<file path="config.mk">
export PLATFORM = sky130hd
export DESIGN_NAME = cim_weight_loader_flat
export DESIGN_NICKNAME = d
export VERILOG_FILES = /design/src/rtl/cim_pkg.sv /design/src/rtl/cim_weight_loader_if.sv /design/src/rtl/cim_sig_acc.sv /design/src/rtl/cim_weight_loader.sv /design/src/flat_wrapper.sv
export SDC_FILE = /design/constraint.sdc
export NUM_CORES = 1
export LEC_CHECK = 0
export CAP_MARGIN = 15
export CORE_AREA = 5 5 346 348
export DETAILED_ROUTE_END_ITERATION = 6
export DIE_AREA = 0 0 351 353
export PLACE_DENSITY = 0.44
export SETUP_SLACK_MARGIN = 0.2
export SLEW_MARGIN = 5
export SYNTH_ARGS = -nofsm -noshare
export SYNTH_HDL_FRONTEND = slang
export SYNTH_HIERARCHICAL = 1
export SYNTH_SLANG_ARGS = --single-unit
</file>
<file path="constraint.sdc">
create_clock -name clk -period 2.9 [get_ports clk]
set_input_delay 0.87 -clock clk [delete_from_list [all_inputs] [get_ports clk]]
set_output_delay 0.87 -clock clk [all_outputs]
set_load 0.01 [all_outputs]
</file>
<file path="src/rtl/cim_pkg.sv">
// Shared constants and state encoding for the CIM weight loader.
package cim_pkg;

    localparam int CIM_ROWS     = 64;
    localparam int CIM_ROW_AW   = 6;
    localparam int CIM_CORE_AW  = 3;
    localparam int CIM_WEIGHT_W = 288;
    localparam int CIM_READ_LAT = 1;

    localparam logic [CIM_ROW_AW:0] CIM_ROWS_CNT = (CIM_ROW_AW+1)'(CIM_ROWS);

    typedef enum logic [2:0] {
        IDLE,
        WRITE,
        READ,
        CHECK,
        FINISH
    } wl_state_e;

    function automatic logic rows_legal(input logic [CIM_ROW_AW:0] rows);
        return (rows != '0) && (rows <= CIM_ROWS_CNT);
    endfunction

endpackage

</file>
<file path="src/rtl/cim_weight_loader_if.sv">
// Command, weight stream and STD port of the weight loader; the loader side uses the slave modport.
interface cim_weight_loader_if;
    import cim_pkg::*;

    logic                    cmd_valid;
    logic                    cmd_ready;
    logic [CIM_CORE_AW-1:0]  cmd_core;
    logic [CIM_ROW_AW:0]     cmd_rows;
    logic                    w_valid;
    logic                    w_ready;
    logic [CIM_WEIGHT_W-1:0] w_data;
    logic                    STDW;
    logic                    STDR;
    logic [CIM_CORE_AW-1:0]  STD_Core_A;
    logic [CIM_ROW_AW-1:0]   STD_row_A;
    logic [CIM_WEIGHT_W-1:0] weight_in;
    logic [CIM_WEIGHT_W-1:0] weight_out;
    logic                    busy;
    logic                    done;
    logic                    err;

    modport master (
        output cmd_valid, cmd_core, cmd_rows, w_valid, w_data, weight_out,
        input  cmd_ready, w_ready, STDW, STDR, STD_Core_A, STD_row_A, weight_in,
        input  busy, done, err
    );

    modport slave (
        input  cmd_valid, cmd_core, cmd_rows, w_valid, w_data, weight_out,
        output cmd_ready, w_ready, STDW, STDR, STD_Core_A, STD_row_A, weight_in,
        output busy, done, err
    );

endinterface

</file>
<file path="src/rtl/cim_sig_acc.sv">
// Row-wide XOR signature accumulator; clear wins over enable, result available the cycle after each fold.
module cim_sig_acc
    import cim_pkg::*;
(
    input  logic                    clk,
    input  logic                    rst,
    input  logic                    clr,
    input  logic                    en,
    input  logic [CIM_WEIGHT_W-1:0] din,
    output logic [CIM_WEIGHT_W-1:0] sig
);

    always_ff @(posedge clk) begin
        if (rst || clr) begin
            sig <= '0;
        end else if (en) begin
            sig <= sig ^ din;
        end
    end

endmodule

</file>
<file path="src/rtl/cim_weight_loader.sv">
// Fills one CIM core row-by-row from a weight stream; all STD outputs are registered (one cycle after each beat).
// Optional readback signature check is built when CIM_WL_VERIFY_EN is defined.
module cim_weight_loader
    import cim_pkg::*;
(
    input  logic clk,
    input  logic rst,
    cim_weight_loader_if.slave bus
);

    wl_state_e           state;
    wl_state_e           state_nxt;
    logic [CIM_ROW_AW:0] n_rows;
    logic [CIM_ROW_AW:0] row_cnt;
    logic                idle;
    logic                wr_open;
    logic                cmd_fire;
    logic                rows_ok;
    logic                beat_fire;
    logic                last_beat;

    assign idle      = (state == IDLE);
    assign wr_open   = (state == WRITE) && (row_cnt < n_rows);
    assign cmd_fire  = bus.cmd_valid && idle;
    assign rows_ok   = rows_legal(bus.cmd_rows);
    assign beat_fire = bus.w_valid && wr_open;
    assign last_beat = beat_fire && (row_cnt == n_rows - 1'b1);

`ifdef CIM_WL_VERIFY_EN
    logic [CIM_ROW_AW:0]     rd_cnt;
    logic [CIM_ROW_AW:0]     smp_cnt;
    logic [CIM_READ_LAT-1:0] rd_pipe;
    logic                    rd_issue;
    logic                    smp_fire;
    logic                    last_smp;
    logic [CIM_WEIGHT_W-1:0] sig_w;
    logic [CIM_WEIGHT_W-1:0] sig_r;

    assign rd_issue = (state == READ) && (rd_cnt < n_rows);
    assign smp_fire = rd_pipe[CIM_READ_LAT-1];
    assign last_smp = smp_fire && (smp_cnt == n_rows - 1'b1);

    cim_sig_acc u_sig_w (
        .clk (clk),
        .rst (rst),
        .clr (cmd_fire),
        .en  (beat_fire),
        .din (bus.w_data),
        .sig (sig_w)
    );

    cim_sig_acc u_sig_r (
        .clk (clk),
        .rst (rst),
        .clr (cmd_fire),
        .en  (smp_fire),
        .din (bus.weight_out),
        .sig (sig_r)
    );

    // rd_pipe marks the cycle in which each read's weight_out is valid
    always_ff @(posedge clk) begin
        if (rst) begin
            bus.STDR <= 1'b0;
            rd_cnt   <= '0;
            smp_cnt  <= '0;
            rd_pipe  <= '0;
        end else begin
            bus.STDR   <= rd_issue;
            rd_pipe[0] <= bus.STDR;
            for (int i = 1; i < CIM_READ_LAT; i++) begin
                rd_pipe[i] <= rd_pipe[i-1];
            end
            if (cmd_fire) begin
                rd_cnt  <= '0;
                smp_cnt <= '0;
            end else begin
                if (rd_issue) rd_cnt  <= rd_cnt + 1'b1;
                if (smp_fire) smp_cnt <= smp_cnt + 1'b1;
            end
        end
    end
`else
    logic unused_readback;
    assign unused_readback = ^bus.weight_out;
    assign bus.STDR = 1'b0;
`endif

    always_comb begin
        state_nxt     = state;
        bus.cmd_ready = idle;
        bus.w_ready   = wr_open;
        bus.busy      = !idle;
        unique case (state)
            IDLE: begin
                if (cmd_fire && rows_ok) state_nxt = WRITE;
            end
            WRITE: begin
`ifdef CIM_WL_VERIFY_EN
                if (last_beat) state_nxt = READ;
`else
                if (last_beat) state_nxt = FINISH;
`endif
            end
            READ: begin
`ifdef CIM_WL_VERIFY_EN
                if (last_smp) state_nxt = CHECK;
`else
                state_nxt = IDLE;
`endif
            end
            CHECK:   state_nxt = IDLE;
            FINISH:  state_nxt = IDLE;
            default: state_nxt = IDLE;
        endcase
    end

    always_ff @(posedge clk) begin
        if (rst) begin
            state          <= IDLE;
            n_rows         <= '0;
            row_cnt        <= '0;
            bus.STDW       <= 1'b0;
            bus.STD_Core_A <= '0;
            bus.STD_row_A  <= '0;
            bus.weight_in  <= '0;
            bus.done       <= 1'b0;
            bus.err        <= 1'b0;
        end else begin
            state    <= state_nxt;
            bus.STDW <= beat_fire;
            // illegal commands complete immediately; legal ones finish from FINISH or CHECK
            bus.done <= (state == FINISH) || (state == CHECK) || (cmd_fire && !rows_ok);
            if (cmd_fire) begin
                bus.err <= !rows_ok;
                n_rows  <= bus.cmd_rows;
                row_cnt <= '0;
                if (rows_ok) bus.STD_Core_A <= bus.cmd_core;
            end
            if (beat_fire) begin
                bus.STD_row_A <= row_cnt[CIM_ROW_AW-1:0];
                bus.weight_in <= bus.w_data;
                row_cnt       <= row_cnt + 1'b1;
            end
`ifdef CIM_WL_VERIFY_EN
            if (rd_issue) bus.STD_row_A <= rd_cnt[CIM_ROW_AW-1:0];
            if (state == CHECK) bus.err <= (sig_w != sig_r);
`endif
        end
    end

endmodule
</file>
<file path="src/flat_wrapper.sv">
// flat-port wrapper written by rule: the top's interface ports become plain ports
module cim_weight_loader_flat import cim_pkg::*;
  (clk, rst, bus_cmd_valid, bus_cmd_core, bus_cmd_rows, bus_w_valid, bus_w_data, bus_weight_out, bus_cmd_ready, bus_w_ready, bus_STDW, bus_STDR, bus_STD_Core_A, bus_STD_row_A, bus_weight_in, bus_busy, bus_done, bus_err);
  cim_weight_loader_if bus_i ();
  input  logic clk;
  input  logic rst;
  input wire logic [$bits(bus_i.cmd_valid)-1:0] bus_cmd_valid;
  input wire logic [$bits(bus_i.cmd_core)-1:0] bus_cmd_core;
  input wire logic [$bits(bus_i.cmd_rows)-1:0] bus_cmd_rows;
  input wire logic [$bits(bus_i.w_valid)-1:0] bus_w_valid;
  input wire logic [$bits(bus_i.w_data)-1:0] bus_w_data;
  input wire logic [$bits(bus_i.weight_out)-1:0] bus_weight_out;
  output wire logic [$bits(bus_i.cmd_ready)-1:0] bus_cmd_ready;
  output wire logic [$bits(bus_i.w_ready)-1:0] bus_w_ready;
  output wire logic [$bits(bus_i.STDW)-1:0] bus_STDW;
  output wire logic [$bits(bus_i.STDR)-1:0] bus_STDR;
  output wire logic [$bits(bus_i.STD_Core_A)-1:0] bus_STD_Core_A;
  output wire logic [$bits(bus_i.STD_row_A)-1:0] bus_STD_row_A;
  output wire logic [$bits(bus_i.weight_in)-1:0] bus_weight_in;
  output wire logic [$bits(bus_i.busy)-1:0] bus_busy;
  output wire logic [$bits(bus_i.done)-1:0] bus_done;
  output wire logic [$bits(bus_i.err)-1:0] bus_err;
  assign bus_i.cmd_valid = bus_cmd_valid;
  assign bus_i.cmd_core = bus_cmd_core;
  assign bus_i.cmd_rows = bus_cmd_rows;
  assign bus_i.w_valid = bus_w_valid;
  assign bus_i.w_data = bus_w_data;
  assign bus_i.weight_out = bus_weight_out;
  assign bus_cmd_ready = bus_i.cmd_ready;
  assign bus_w_ready = bus_i.w_ready;
  assign bus_STDW = bus_i.STDW;
  assign bus_STDR = bus_i.STDR;
  assign bus_STD_Core_A = bus_i.STD_Core_A;
  assign bus_STD_row_A = bus_i.STD_row_A;
  assign bus_weight_in = bus_i.weight_in;
  assign bus_busy = bus_i.busy;
  assign bus_done = bus_i.done;
  assign bus_err = bus_i.err;
  cim_weight_loader u_core (.clk(clk), .rst(rst), .bus(bus_i));
endmodule
</file>
==> results.py <==
metrics = {
    "timing": {
        "worstMarginPinSlew_ns": 0.5637,
        "fin_crit_sh_pct": 95.70,
        "drv_slew": 0,
        "fin_crit_ns": 2.775,
        "rsz0062_at_grt": "true",
        "slew-limit-headroom_pct": 62.33,
        "fin_skew_ns": 0.01725,
        "timing.final.ws_setup_ns": 0.1248,
        "finalSetupViolCount": 0,
        "clock.fmax_mhz": 360.3,
        "hold_viol": 0,
    },
    "route": {
        "vias": 13467,
        "vias_per_cell": 3.720,
        "first_iter_violations": 677,
        "postRouteWirelength_um": 60380,
        "drtAntennaViolNets": 0,
        "wl_per_cell_um": 16.68,
        "drc": 0,
        "firstDrtPassIters": 4,
    },
    "synthesis": {
        "synth_edf_count": 0,
        "yosys_warnings": 6,
        "synth.cell_area_mm2": 0.01233,
        "ys_seq_area_share_pct": 51.30,
        "ys_ff_latch": 316,
        "async_flop_share_pct": 0,
        "netlist_instances": 1514,
        "avgSynthCellArea_um2": 8.144,
        "synth_fp_nets": 2113,
        "ys_types": 46,
        "ys.flop_type": "dfxtp_1",
    },
    "grt": {
        "grt_overflow": 0,
        "antenna_found_initial": 4,
        "grt_max_degree": 116,
        "grt_usage_pct": 9.099,
        "grt_pass1_wl_um": 87830,
        "grt_pass1_vias": 13451,
    },
    "floorplanning": {
        "die_w_um": 351,
        "io_pins": 894,
        "core-area_mm2": 0.1159,
        "die_height_um": 353,
        "rows": 125,
        "die_area_mm2": 0.1239,
        "start_util_pct": 10.64,
    },
    "final_layout": {
        "final_net_count": 2667,
        "final_area_mm2": 0.02192,
        "drive_gt1_share_pct": 7.883,
        "area_growth_pct": 77.81,
    },
    "clocking": {
        "cts.clk_slew.worst_paths_ns": 0.06,
        "hold_buffers": 0,
        "numCtsBuffers": 42,
        "cts_tree": "built",
        "cts_buffer_depth": 3,
        "cts_max_level": 2,
        "root_buffer": "clkbuf_16",
        "cts_sinks": 316,
        "clock_latency_ns": 0.58,
    },
    "setup_path": {
        "cp-start-kind": "flip-flop",
        "path_cells": "inv_1, ha_1, nand2_1, o211ai_1, nor2_4, buf_6",
        "cpPeakStageDelay_ns": 0.38,
        "startpoint": "u_core/n_rows[6]$_SDFFE_PP0P_",
        "path_class": "flip-flop to output pin",
        "required_ns": 2.03,
        "worst-path-buf-inv": 2,
        "r2r_start": "u_core/n_rows[4]$_SDFFE_PP0P_",
        "end_kind": "output pin",
        "cp.arrival_ns": 1.91,
        "worstPathMaxFanout": 3,
        "slowest_stage": "dfxtp_1",
        "critPathTopFamily": "flip-flops",
    },
    "placement": {
        "place_hpwl_um": 42110,
        "gp_congestion": 0.7475,
        "pre_cts_ws_ns": -0.04699,
        "io_buffers": 604,
        "placed_area_mm2": 0.02054,
    },
    "run_status": {
        "status": "finished clean",
    },
    "power": {
        "peakVddDrop_mv": 0.3264,
        "power_leakage_nw": 6.906,
        "p_per_area_mw_per_mm2": 530.4,
    },
    "flow_run": {
        "drv_cap": 0,
    },
    "hold_path": {
        "hold_path_class": "flip-flop to flip-flop",
        "min_from": "u_core/bus.weight_in[54]$_SDFFE_PP0P_",
    },
}
## sequential cells by signal (all words and copies together) (netlist names)
name,count
u_core/bus.STDW,1
u_core/bus.STD_Core_A,3
u_core/bus.STD_row_A,6
u_core/bus.done,1
u_core/bus.err,1
u_core/bus.weight_in,288
u_core/n_rows,7
u_core/row_cnt,7
u_core/state,2
## cells by family (layout without fill, tap and decap cells)
logic type               count (synthesis)  count (layout)  share of synthesized area, %
XOR/XNOR                                 6               6                        0.4262
AO/OA/AOI/OAI                          629             629                         26.10
other                                    1               4                       0.03041
adder cells (fa/ha/maj)                  9               9                        0.9133
AND/OR/NAND/NOR                        364             365                         15.04
flip-flops                             316             316                         51.30
multiplexers                             4               4                        0.3247
buffers and inverters                  185             763                         5.865
## cell usage in the layout, fill, tap and decap left out, types with 3 or more instances in the layout
cell             instances
nand3_1                299
a21oi_1                304
clkdlybuf4s50_1        602
clkbuf_16               43
nor2_1                   8
mux2i_1                  4
or2_2                    3
nor3_1                   3
o211ai_1                 8
diode_2                  3
xnor2_1                  4
dfxtp_1                313
ha_1                     8
clkbuf_8                 9
buf_12                  26
a211oi_1                 3
inv_1                    9
buf_4                   54
a31oi_1                  6
nand4_1                  6
or4_1                    4
o21ai_0                296
dfxtp_2                  3
clkbuf_1                10
nand2_1                 22
## cell type report
class                   instances  area, um2
well taps                    1524       1907
multi-input cells            1014       5354
clock inverters                 7      73.82
clock buffers                  62       1237
diodes                          3      7.507
flip-flops and latches        316       6330
inverters                      10      37.54
repair buffers                684       6978
fillers                     13001      93970
## repair_timing
| item | 4_1_cts | 5_1_grt |
|---|---|---|
| hold endpoints to repair | 0 | 0 |
| endpoints found under the setup margin | 3 | 97 |
| setup buffers | 1 | 1 |
| gates cloned | 0 | 1 |
| pin swaps | 4 | 5 |
| gates resized for setup | 14 | 5 |
## through the flow
| stage | TNS (ns) | instances | hold slack (ns) | total power (W) | util (%) |
|---|---|---|---|---|---|
| 3_3_place_gp | -0.1299 | 3545 | 0.4591 | 0.006630 | 17.72 |
| 6_report | 0 | 3620 | 0.4691 | 0.01163 | 18.92 |
| 2_1_floorplan | 0 | 1514 | 0.4362 | 0.005431 | - |
| 4_1_cts | -0.04781 | 3615 | 0.4703 | 0.01193 | 18.89 |
| 5_1_grt | 0 | 3618 | 0.4854 | 0.01222 | 18.91 |
| 3_5_place_dp | -0.1471 | 3545 | 0.4623 | 0.006618 | 17.72 |
## layer usage
metal	global-route usage, %	up-vias	share of wire [%]
li1	-	6543	-
met1	10.07	6386	38
met2	15.47	434	48
met3	3.788	102	9.7
met4	3.556	2	3.6
met5	0	-	0.022
## worst register-to-register path, stage by stage, from the launching register on
cell and delay (ns):
dfxtp_2 0.36, inv_1 0.05, ha_1 0.32, a21oi_2 0.14
o211ai_1 0.18, buf_4 0.18, buf_4 0.14, or2_2 0.43
or4_1 0.51, a31oi_1 0.18
## power by group
part	leakage [nW]	switching [W]	internal [W]
sequential	2.56	0.0000612	0.00447
clock	0.641	0.00209	0.00302
combinational	3.71	0.00110	0.000888
total	6.91	0.00325	0.00838
## Yosys cell counts, drive strengths merged (2+ instances only)
| master | instances | area [um2] |
|---|---|---|
| xor2 | 2 | 17.52 |
| nand2 | 22 | 82.58 |
| xnor2 | 4 | 35.03 |
| nor2b | 3 | 18.77 |
| a21oi | 305 | 1526 |
| mux2i | 4 | 40.04 |
| dfxtp | 316 | 6326 |
| o211ai | 8 | 60.06 |
| a211oi | 3 | 22.52 |
| o21a | 3 | 22.52 |
| nor3 | 3 | 15.01 |
| nand4b | 2 | 17.52 |
| or4 | 6 | 52.55 |
| or2 | 3 | 18.77 |
| nand3 | 300 | 1506 |
| buf | 25 | 122.6 |
| inv | 10 | 37.54 |
| clkbuf | 150 | 563.0 |
| nor2 | 12 | 47.55 |
| o21ai | 297 | 1490 |
| nand4 | 6 | 37.54 |
| a31oi | 6 | 37.54 |
| ha | 9 | 112.6 |
## worst paths after layout
path | cells after the start | end | slack (ns)
min reg2reg | 2 | u_core/bus.weight_in[54]$_SDFFE_PP0P_ | 0.47
min | 2 | u_core/bus.weight_in[54]$_SDFFE_PP0P_ | 0.47
max reg2reg | 9 | u_core/row_cnt[3]$_SDFFE_PP0P_ | 0.33
max | 6 | bus_w_ready | 0.12
No activity file was read; power rests on OpenSTA's default activity.
